<file path="config.mk">
export PLATFORM = sky130hd
export DESIGN_NAME = fifo_stream_reader
export DESIGN_NICKNAME = d
export VERILOG_FILES = /design/src/rtl/fifo_stream_reader.sv
export SDC_FILE = /design/constraint.sdc
export NUM_CORES = 1
export LEC_CHECK = 0
export CAP_MARGIN = 40
export CELL_PAD_IN_SITES_DETAIL_PLACEMENT = 0
export CELL_PAD_IN_SITES_GLOBAL_PLACEMENT = 2
export CORE_MARGIN = 10
export CORE_UTILIZATION = 28
export CTS_CLUSTER_DIAMETER = 30
export DETAILED_ROUTE_END_ITERATION = 7
export PLACE_DENSITY = 0.84
export REMOVE_ABC_BUFFERS = 1
export SYNTH_ARGS = -nofsm -noshare
export SYNTH_HDL_FRONTEND = slang
export SYNTH_SLANG_ARGS = --single-unit
export TNS_END_PERCENT = 5
</file>
<file path="constraint.sdc">
create_clock -name clk -period 1.9 [get_ports clk]
set_input_delay 0.38 -clock clk [delete_from_list [all_inputs] [get_ports clk]]
set_output_delay 0.38 -clock clk [all_outputs]
set_load 0.01 [all_outputs]
</file>
<file path="src/rtl/fifo_stream_reader.sv">
// Read-side consumer for the synchronous FIFO: issues reads, absorbs the 1-cycle RAM latency, emits a valid/ready stream.
// First word is valid 2 cycles after the first read; a 2-entry head/skid buffer keeps full rate under out_ready and stalls lose nothing.
module fifo_stream_reader #(
  parameter int WIDTH     = 8,
  parameter int CNT_WIDTH = 16
) (
  input  logic                 clk,
  input  logic                 rst_n,
  input  logic                 fifo_empty,
  output logic                 fifo_read_req,
  input  logic [WIDTH-1:0]     fifo_read_data,
  output logic                 out_valid,
  output logic [WIDTH-1:0]     out_data,
  input  logic                 out_ready,
  output logic [CNT_WIDTH-1:0] out_count
);

  logic [1:0]       occ;
  logic             inflight;
  logic [WIDTH-1:0] skid_data;
  logic             pop;
  logic [1:0]       occ_after_pop;
  logic [1:0]       committed;

  assign pop           = out_valid && out_ready;
  assign occ_after_pop = occ - {1'b0, pop};

  // Slots already claimed once this cycle's pop and returning word are settled.
  assign committed     = occ_after_pop + {1'b0, inflight};

  assign fifo_read_req = rst_n && !fifo_empty && (committed < 2'd2);

  always_ff @(posedge clk or negedge rst_n) begin
    if (!rst_n) begin
      occ       <= 2'd0;
      inflight  <= 1'b0;
      out_valid <= 1'b0;
      out_data  <= '0;
      skid_data <= '0;
      out_count <= '0;
    end else begin
      if (inflight && occ_after_pop == 2'd0) begin
        out_data <= fifo_read_data;
      end else begin
        if (pop && occ == 2'd2) begin
          out_data <= skid_data;
        end
        if (inflight) begin
          skid_data <= fifo_read_data;
        end
      end
      occ       <= committed;
      out_valid <= (committed != 2'd0);
      inflight  <= fifo_read_req;
      if (pop) begin
        out_count <= out_count + {{(CNT_WIDTH-1){1'b0}}, 1'b1};
      end
    end
  end

endmodule

</file>
==> impl_metrics.toml <==
[sta]
rsz0062_at_grt = "true"
fmax_ghz = 0.430
finalHoldViolCount = 0
setup_viol = 1
fin_crit_sh_pct = 122
maxSlewHeadroom_pct = 69.3
whs_ns = 0.482
tightestPinTransition_ns = 0.461
fin_ws_ns = -0.425
fin_skew_ns = 0.00279
maxSlewViolCount = 0
period_needed_ns = 2.33

[logic_synthesis]
synth_top_area_share_pct = 57.3
synthArstFlopShare_pct = 100
syn_avg_cell_area_um2 = 12.4
synth.largest_area_cell = "dfrtp_1"
synthCells = 127
yosysWarnings = 0
ys_seq_elements = 36
synth_edf_count = 0
synth_ff_type = "dfrtp_1"
synth.area.top_cells = "dfrtp_1 (57%), xnor2_1 (7.2%), mux2_2 (6.4%), mux2i_1 (5.1%), nor2_1 (2.6%)"
yosys.cell_types.count = 24
syn-cell-area_mm2 = 0.00157
synth_seq_area_share_pct = 57.3

[floorplanning]
die_area_mm2 = 0.00901
io_pins = 38
fp.dieH_um = 94.9
start_util_pct = 28.7
die_x_um = 94.9
core_area_mm2 = 0.00547
rows = 27

[grt]
grt_pass1_wl_um = 5700
grt_overflow = 0
grt_max_degree = 37
antenna_found_initial = 0
grt_pass1_vias = 1232
grt_usage_pct = 8.14

[finish]
n_antenna_cell = 0
layout.nets = 200
area.growth.synth_to_final_pct = 48.8
drive_gt1_share_pct = 25.3

[power]
swShare_pct = 32.1
p_sw_w = 0.00113
combPwrFrac_pct = 44.6
seqPwrFrac_pct = 36.5
power_frac_clock_pct = 19.0
power.leakage_nw = 1.05
peakVddDrop_v = 0.000657
finalPower_w = 0.00352
p_per_area_mw_per_mm2 = 1500
p_int_w = 0.00239

[worst_setup_path]
crit_slowest_cell = "dfrtp_1"
cp_cell_sequence = "and2_4, ha_4, inv_4, ha_4, xnor2_4, xnor2_2, nor3b_2, buf_2"
arrival_ns = 1.95
critPathMaxStageDelay_ns = 0.39
endpoint_kind = "output port"
worstSetupStartpointType = "flop"
r2r_setup_slack_ns = 0.03
critical_path.most_common_cell = "ha_4"
critical_path_required_ns = 1.52
path_class = "reg2out"
critPathMaxFanout = 2

[place]
hpwl_um = 2670
port-buffer-count = 37
gp_congestion = 0.815

[clock_network]
cts_buffers = 5
clk_path_buf_depth = 2
cts_tree = "built"
cts.sinks = 36
cts_root_buf = "clkbuf_8"
clk_pin_slew_ns = 0.07
clk_latency_ns = 0.28
hold_buffers = 0
h-tree-depth = 2

[run_status]
status = "finished, violations left"
failed_checks = "setup timing"

[routing]
antenna_left = 0
drc = 0
vias = 1165
drtPass1Iterations = 4
drt_iter0_markers = 21
vias_per_cell = 4.52
wl_per_cell_um = 13.9
drt_wl_total_um = 3590

[run]
drv_cap = 0

[worst_hold_path]
hp-class = "reg2reg"
## power groups by stage
stage	logic, W	clock network (W)	registers (W)
after floorplan	0.000557	0	0.00133
after global placement	0.00124	0	0.00126
after detailed placement	0.00128	0	0.00128
after CTS	0.00141	0.000691	0.00128
after global routing	0.00171	0.000727	0.00132
final	0.00157	0.000667	0.00128
## what timing repair did
action / 4_1_cts / 5_1_grt
pin swaps: 5 / 4
buffers inserted: 2 / 3
resized for setup: 13 / 6
setup endpoints to repair: 9 / 1
## layer usage
| metal | up-vias | wire (µm) | global-route usage, % |
|---|---|---|---|
| li1 | 554 | - | - |
| met1 | 572 | 1410 | 8.19 |
| met2 | 34 | 1720 | 13.7 |
| met3 | 5 | 445 | 5.55 |
| met4 | 0 | 25 | 1.87 |
| met5 | - | 0 | 0 |
## path summary, 6_finish.rpt
path | depth (start not counted) | start | endpoint
max | 8 | out_valid | fifo_read_req
min | 1 | out_count[15] | out_count[15]
max reg2reg | 9 | out_valid | out_valid
min reg2reg | 1 | out_count[15] | out_count[15]
max in group asynchronous | 2 | rst_n | out_data[6]
min in group asynchronous | 2 | rst_n | out_count[2]
## placed cells by master, fill, tap and decap left out, types with 4 or more instances in the layout
cell type,synthesis,routed
dfrtp_1,36,36
clkdlybuf4s50_1,0,35
buf_4,0,15
nor2_1,11,11
xnor2_1,13,11
mux2_2,9,9
nand3_1,8,8
mux2i_1,8,8
a21oi_1,8,8
nand4_1,5,5
clkbuf_8,0,5
xor2_1,4,4
## per-stage QoR
stage               std cells  TNS (ns)  instance area (µm²)  utilization (%)  worst slack [ns]
detailed placement        245     -4.87                 2120             38.8             -1.14
global placement          245     -4.20                 2120             38.8             -1.09
global route              258    -0.608                 2340             42.7            -0.554
floorplan                 124    -0.356                 1560                -            -0.291
CTS                       255    -0.454                 2280             41.7            -0.454
finish                    258    -0.425                 2340             42.7            -0.425
## logic make-up after synthesis
family | after synthesis | share of synthesized area, %
muxes | 17 | 11.5
xor gates and xnor gates | 17 | 9.47
DFF | 36 | 57.3
and+or+nand+nor | 39 | 14.6
adders and majority gates | 3 | 2.39
AOI/OAI and AO/OA | 9 | 3.11
buffers and inverters | 6 | 1.59
## state kept, by name, summed over array words and instances (netlist names)
register,flops
out_valid,1
out_data,8
occ,2
inflight,1
out_count,16
skid_data,8
## layout make-up
type | instances | area [µm²]
clock inverters | 3 | 42.5
repair buffers | 54 | 508
flip-flops and latches | 36 | 901
inverters | 3 | 13.8
clock buffers | 5 | 68.8
well taps | 72 | 90.1
multi-input cells | 85 | 714
fillers | 534 | 3130
## worst max-delay path: cells and delay by family (launching register included)
family                   cells  cell delay [ns]
XOR/XNOR                     2             0.29
adder cells (fa/ha/maj)      2             0.44
buffers and inverters        2             0.21
flip-flops                   1             0.39
AND/OR/NAND/NOR              2             0.34
## Yosys cell counts (3+ instances only)
cell type and count:
and3_1 3, mux2i_1 8, nand2_1 3, nand3_1 8, mux2_2 9, inv_1 3
xnor2_1 13, nand4_1 5, xor2_1 4, a21oi_1 8, nor2_1 11, ha_1 3
dfrtp_1 36
Power figures use the tool's default switching activity.
==> RTL change 1: new RTL, same settings <==
Register the output `out_count` once more, with the module's reset; this adds one clock of latency there. The other outputs are not delayed to match.
--- a/src/rtl/fifo_stream_reader.sv
+++ b/src/rtl/fifo_stream_reader.sv
@@ -15,4 +15,6 @@
   output logic [CNT_WIDTH-1:0] out_count
 );
+
+  logic [CNT_WIDTH-1:0] out_count_s0;
 
   logic [1:0]       occ;
@@ -38,5 +40,5 @@
       out_data  <= '0;
       skid_data <= '0;
-      out_count <= '0;
+      out_count_s0 <= '0;
     end else begin
       if (inflight && occ_after_pop == 2'd0) begin
@@ -54,6 +56,14 @@
       inflight  <= fifo_read_req;
       if (pop) begin
-        out_count <= out_count + {{(CNT_WIDTH-1){1'b0}}, 1'b1};
+        out_count_s0 <= out_count_s0 + {{(CNT_WIDTH-1){1'b0}}, 1'b1};
       end
+    end
+  end
+
+  always_ff @(posedge clk or negedge rst_n) begin
+    if (!rst_n) begin
+      out_count <= '0;
+    end else begin
+      out_count <= out_count_s0;
     end
   end
Function: changed (a bounded check fails within 4 cycles, from zero or initial values and one cycle with rst_n low).
==> RTL change 1 against the unedited design <==
The run still ends with negative setup slack left. Clock skew grew 6.1 ps. Clock power fell by 6.0%. Setup slack improved by 18 ps. Critical endpoint unchanged. Final area grew 15%. Via count is 0.69% higher. Total power up 7.2%. Area after synthesis up 24%. Wire length rose by 4.3%. Sequential cell count is 16 higher. First-iteration DRC count is 71% higher.
==> RTL change 1: results (changes against the unedited design) <==
- Status: complete, but fails checks
- Failing checks: negative setup slack
- Total negative setup slack: -407 ps (+18.1 ps)
- CP Launch Type: flop
- Register area share after synthesis: 66.6% (+9.3 points)
- Final wirelength: 3750 um (+4.3%)
- Share of layout cells above drive strength 1: 23.5% (-1.8 points)
- Commonest cells in the netlist: dfrtp_1 (52), xnor2_1 (13), nor2_1 (11)
- Port Buffers: 37 (unchanged)
- Largest net degree at the start of global routing: 53 (+43%)
- Overall Global Routing Usage: 7.22% (-0.92 points)
- Final non-filler cell total: 292 (+13%)
- P_leak: 1.21 nW (+15%)
- Global-route wire length before repair: 6180 um (+8.5%)
- Cell Area, Placed: 2530 um^2 (+19%)
- Syn Area/Cell: 14.1 um^2 (+14%)
- # setup viols final: 1 (unchanged)
- P_clk: 0.627 mW (-6.0%)
- HPWL after DPL: 2690 um (+0.61%)
- Worst vdd ir: 746 uV (+14%)
- Clk_lat worst skew: 310 ps (+30 ps)
- Crit Path Max Fanout: 2 (unchanged)
- Gpl congestion: 0.697 (-15%)
- Area contributors post-synth: dfrtp_1 (67%), xnor2_1 (5.8%), mux2_2 (5.2%), mux2i_1 (4.1%), nor2_1 (2.1%)
- Count of cell types in the netlist: 25 (+4.2%)
- CP Data Arrival Time: 1930 ps (-20 ps)
- Setup slack after layout: -407 ps (+18.1 ps)
- CTS clk-pin slew, worst paths: 90 ps (+20 ps)
- Biggest regs: out_count (16), out_count_s0 (16)
- Comb pwr: 1.46 mW (-7%)
- Hold Path Class: input pin to asynchronous set/reset pin
- Clk_skew: 8.85 ps (+6.06 ps)
- DP Worst Slack: -1120 ps (+20.2 ps)
- Switching share of total power: 30.7% (-1.3 points)
- Placed Cells: 281 (+15%)
- Pwr dens: 1400 nW/um^2 (-7.1%)
- Slew HR: 57.7% (-12 points)
- Drt initial violations: 36 (+71%)
- Final core occ: 39.7% (-3.0 points)
- Filler instances: 665 (+25%)
- Drt first pass iters: 4 (unchanged)
- Worst reg2reg path depth: 8 (-1)
- Worst reg2reg setup slack: 90 ps (+60 ps)
- Layout Nets: 210 (+5.0%)
- Vias: 1173 (+0.69%)
- RR Endpoint: out_valid
## RTL change 1: cell count changes after synthesis, sizes merged, moves of 2 or more
| cell | before | now |
|---|---|---|
| nand2 | 3 | 6 |
| and3 | 3 | 1 |
| nand3 | 9 | 6 |
| nor4 | 2 | 0 |
| nor3 | 0 | 2 |
| dfrtp | 36 | 52 |
## RTL change 1: layer usage
metal,part of all wire [%],track usage (%),vias up
met2,44,10.2,28
met3,5.7,2.85,8
met5,0,0,-
li1,-,-,594
met1,48,9.15,543
met4,2.0,3.93,0
## RTL change 1: kinds of logic after synthesis
kind of cell / synth area share (%)
adders and majority gates: 1.92
AOI/OAI and AO/OA: 2.50
DFF: 66.6
buffers and inverters: 1.22
xor gates and xnor gates: 7.62
and+or+nand+nor: 10.9
muxes: 9.28
## RTL change 1: layout make-up
cell class | count | share of cell area (%)
inverter | 2 | 0.371
clock inverter | 2 | 0.603
multi-input combinational | 83 | 25.5
clock buffer | 6 | 2.69
sequential | 52 | 48.2
timing repair buffer | 51 | 18.1
tap | 96 | 4.45
## RTL change 1: what timing repair did
item | 4_1_cts | 5_1_grt
resized for setup | 13 | 2
endpoints found under the setup margin | 1 | 1
gates cloned | 0 | 0
hold buffers | 0 | 0
setup buffers | 2 | 1
pin swaps | 5 | 4
## RTL change 1: worst min-delay path by stage
| stage | startpoint | to | slack, ps | cells after the start |
|---|---|---|---|---|
| global route | rst_n | out_count[4] | 310 | 2 |
| global placement | out_count_s0[15] | out_count[15] | 390 | 0 |
| finish | rst_n | out_count_s0[13] | 250 | 2 |
| detailed placement | out_count_s0[15] | out_count[15] | 390 | 0 |
| CTS | rst_n | out_count[13] | 280 | 2 |
| floorplan | rst_n | inflight | 80 | 0 |
==> RTL change 2: new RTL, same settings <==
Without the edit above. The parameter `CNT_WIDTH` goes from 16 to 14.
--- a/src/rtl/fifo_stream_reader.sv
+++ b/src/rtl/fifo_stream_reader.sv
@@ -3,5 +3,5 @@
 module fifo_stream_reader #(
   parameter int WIDTH     = 8,
-  parameter int CNT_WIDTH = 16
+  parameter int CNT_WIDTH = 14
 ) (
   input  logic                 clk,
Ports: changed (resized out_count); port bits go from 38 to 36. No check against the original RTL was run, so the function may have changed too.
==> RTL change 2 against the unedited design <==
Count of clock-buffer cells in the layout grew 2. Largest cell class unchanged. Global-route usage increased by 0.54 points. Setup slack gained 31 ps. Critical endpoint unchanged. Core utilization is 1.7 points higher. Area after synthesis fell by 7.4%. Wire length fell by 4.7%. Sequential cell count fell by 2. Fmax is 1.3% higher. Sequential power fell by 4%. Worst hold slack got worse by 4.0 ps. The flow still finishes with violations (negative setup slack). Total power down 6.3%. Highest routed layer unchanged. Final cell count down 2.7%. Final area shrank 3.5%.
==> RTL change 2: results (changes against the unedited design) <==
- Status: complete, but fails checks
- Failing checks: negative setup slack
- CLK BUF: 7 (+2)
- Largest net degree at the start of global routing: 35 (-5.4%)
- Seq pwr share: 37.3% (+0.8 points)
- Met2 routed WL: 1560 um (-8.9%)
- Least-Margin Pin Slew: 436 ps (-25.0 ps)
- Tot Pwr: 3.30 mW (-6.3%)
- Postcts setup bufs: 12 (+10)
- Port Buffers: 35 (-5.4%)
- Worst Hold End: out_count[13]
- Worst reg2reg path depth: 14 (+5)
- HPWL after DPL: 2440 um (-8.7%)
- Fin area: 2260 um^2 (-3.5%)
- Buffer share of cell area: 25.0% (+3.3 points)
- Placed Cells: 231 (-5.7%)
- Clk_skew: 4.02 ps (+1.23 ps)
- Multi-input combinational area share: 28.9% (-1.7 points)
- Register area share after synthesis: 58.5% (+1.1 points)
- Final wirelength: 3430 um (-4.7%)
- CP Data Arrival Time: 1910 ps (-40 ps)
- Setup slack after layout: -394 ps (+30.8 ps)
- Clk_lat worst skew: 280 ps (about the same)
- Vias per Instance: 4.30 (-4.7%)
- Critical-path top delay cell: dfrtp_1
- HP Start: out_count[13]
- WL/cell: 13.6 um (-2.0%)
- Drt initial violations: 8 (-62%)
- Non-clock inverter instance count of the final layout: 3 (unchanged)
- P_clk: 0.540 mW (-19%)
- Commonest cells in the netlist: dfrtp_1 (34), xnor2_1 (14), mux2_2 (9), nor2_1 (9)
- Cell Area, Placed: 2010 um^2 (-5.4%)
- P_leak: 1.02 nW (-3.0%)
- Filler instances: 495 (-7.3%)
- Total negative setup slack: -3510 ps (-3090 ps)
- # setup viols final: 11 (+10)
- Multi-input gate count: 76 (-11%)
- DP Worst Slack: -1130 ps (+7.11 ps)
- Worst vdd ir: 676 uV (+2.9%)
- Seq cells: 34 (-5.6%)
- Wire length on met3: 328 um (-26%)
- Hold Worst Slack: 478 ps (-4.05 ps)
- Syn Inst Count: 115 (-9.4%)
- Met2 Usage GRT: 13.8% (+0.092 points)
- Overall Global Routing Usage: 8.68% (+0.54 points)
- Layout Nets: 195 (-2.5%)
- Number of gates resized after cts: 19 (+6)
- Number of global-route vias before repair: 1213 (-1.5%)
- Sequential cell area share: 37.7% (-0.83 points)
- Met1 Track Usage GR: 9.66% (+1.5 points)
- Share of layout cells above drive strength 1: 32.0% (+6.8 points)
- Int Pwr: 2.23 mW (-6.8%)
==> RTL change 2: cell types whose count changed after synthesis, sizes merged <==
cell and delta:
xnor2 +1, and4 +2, nand4 -1, nor4 -2
nor3 +1, dfrtp -2, and3 -3, clkbuf -1
nand2 +5, and2 -2, xor2 -3, nor2 -2
nand3 -5
==> RTL change 2: how the worst max path moves through the flow <==
stage / cells past startpoint / slack [ps] / end / startpoint
final: 9 / -390 / fifo_read_req / out_valid
after global routing: 14 / -530 / out_count[7] / out_valid
after CTS: 9 / -440 / fifo_read_req / out_valid
after detailed placement: 10 / -1130 / fifo_read_req / out_ready
after global placement: 10 / -1060 / fifo_read_req / out_ready
after floorplan: 8 / -330 / fifo_read_req / out_valid
==> RTL change 2: cell families after synthesis <==
logic type / share of synthesized area, %
DFF: 58.5
and+or+nand+nor: 12.6
muxes: 12.5
xor gates and xnor gates: 9.03
AOI/OAI and AO/OA: 3.35
buffers and inverters: 1.46
adders and majority gates: 2.58
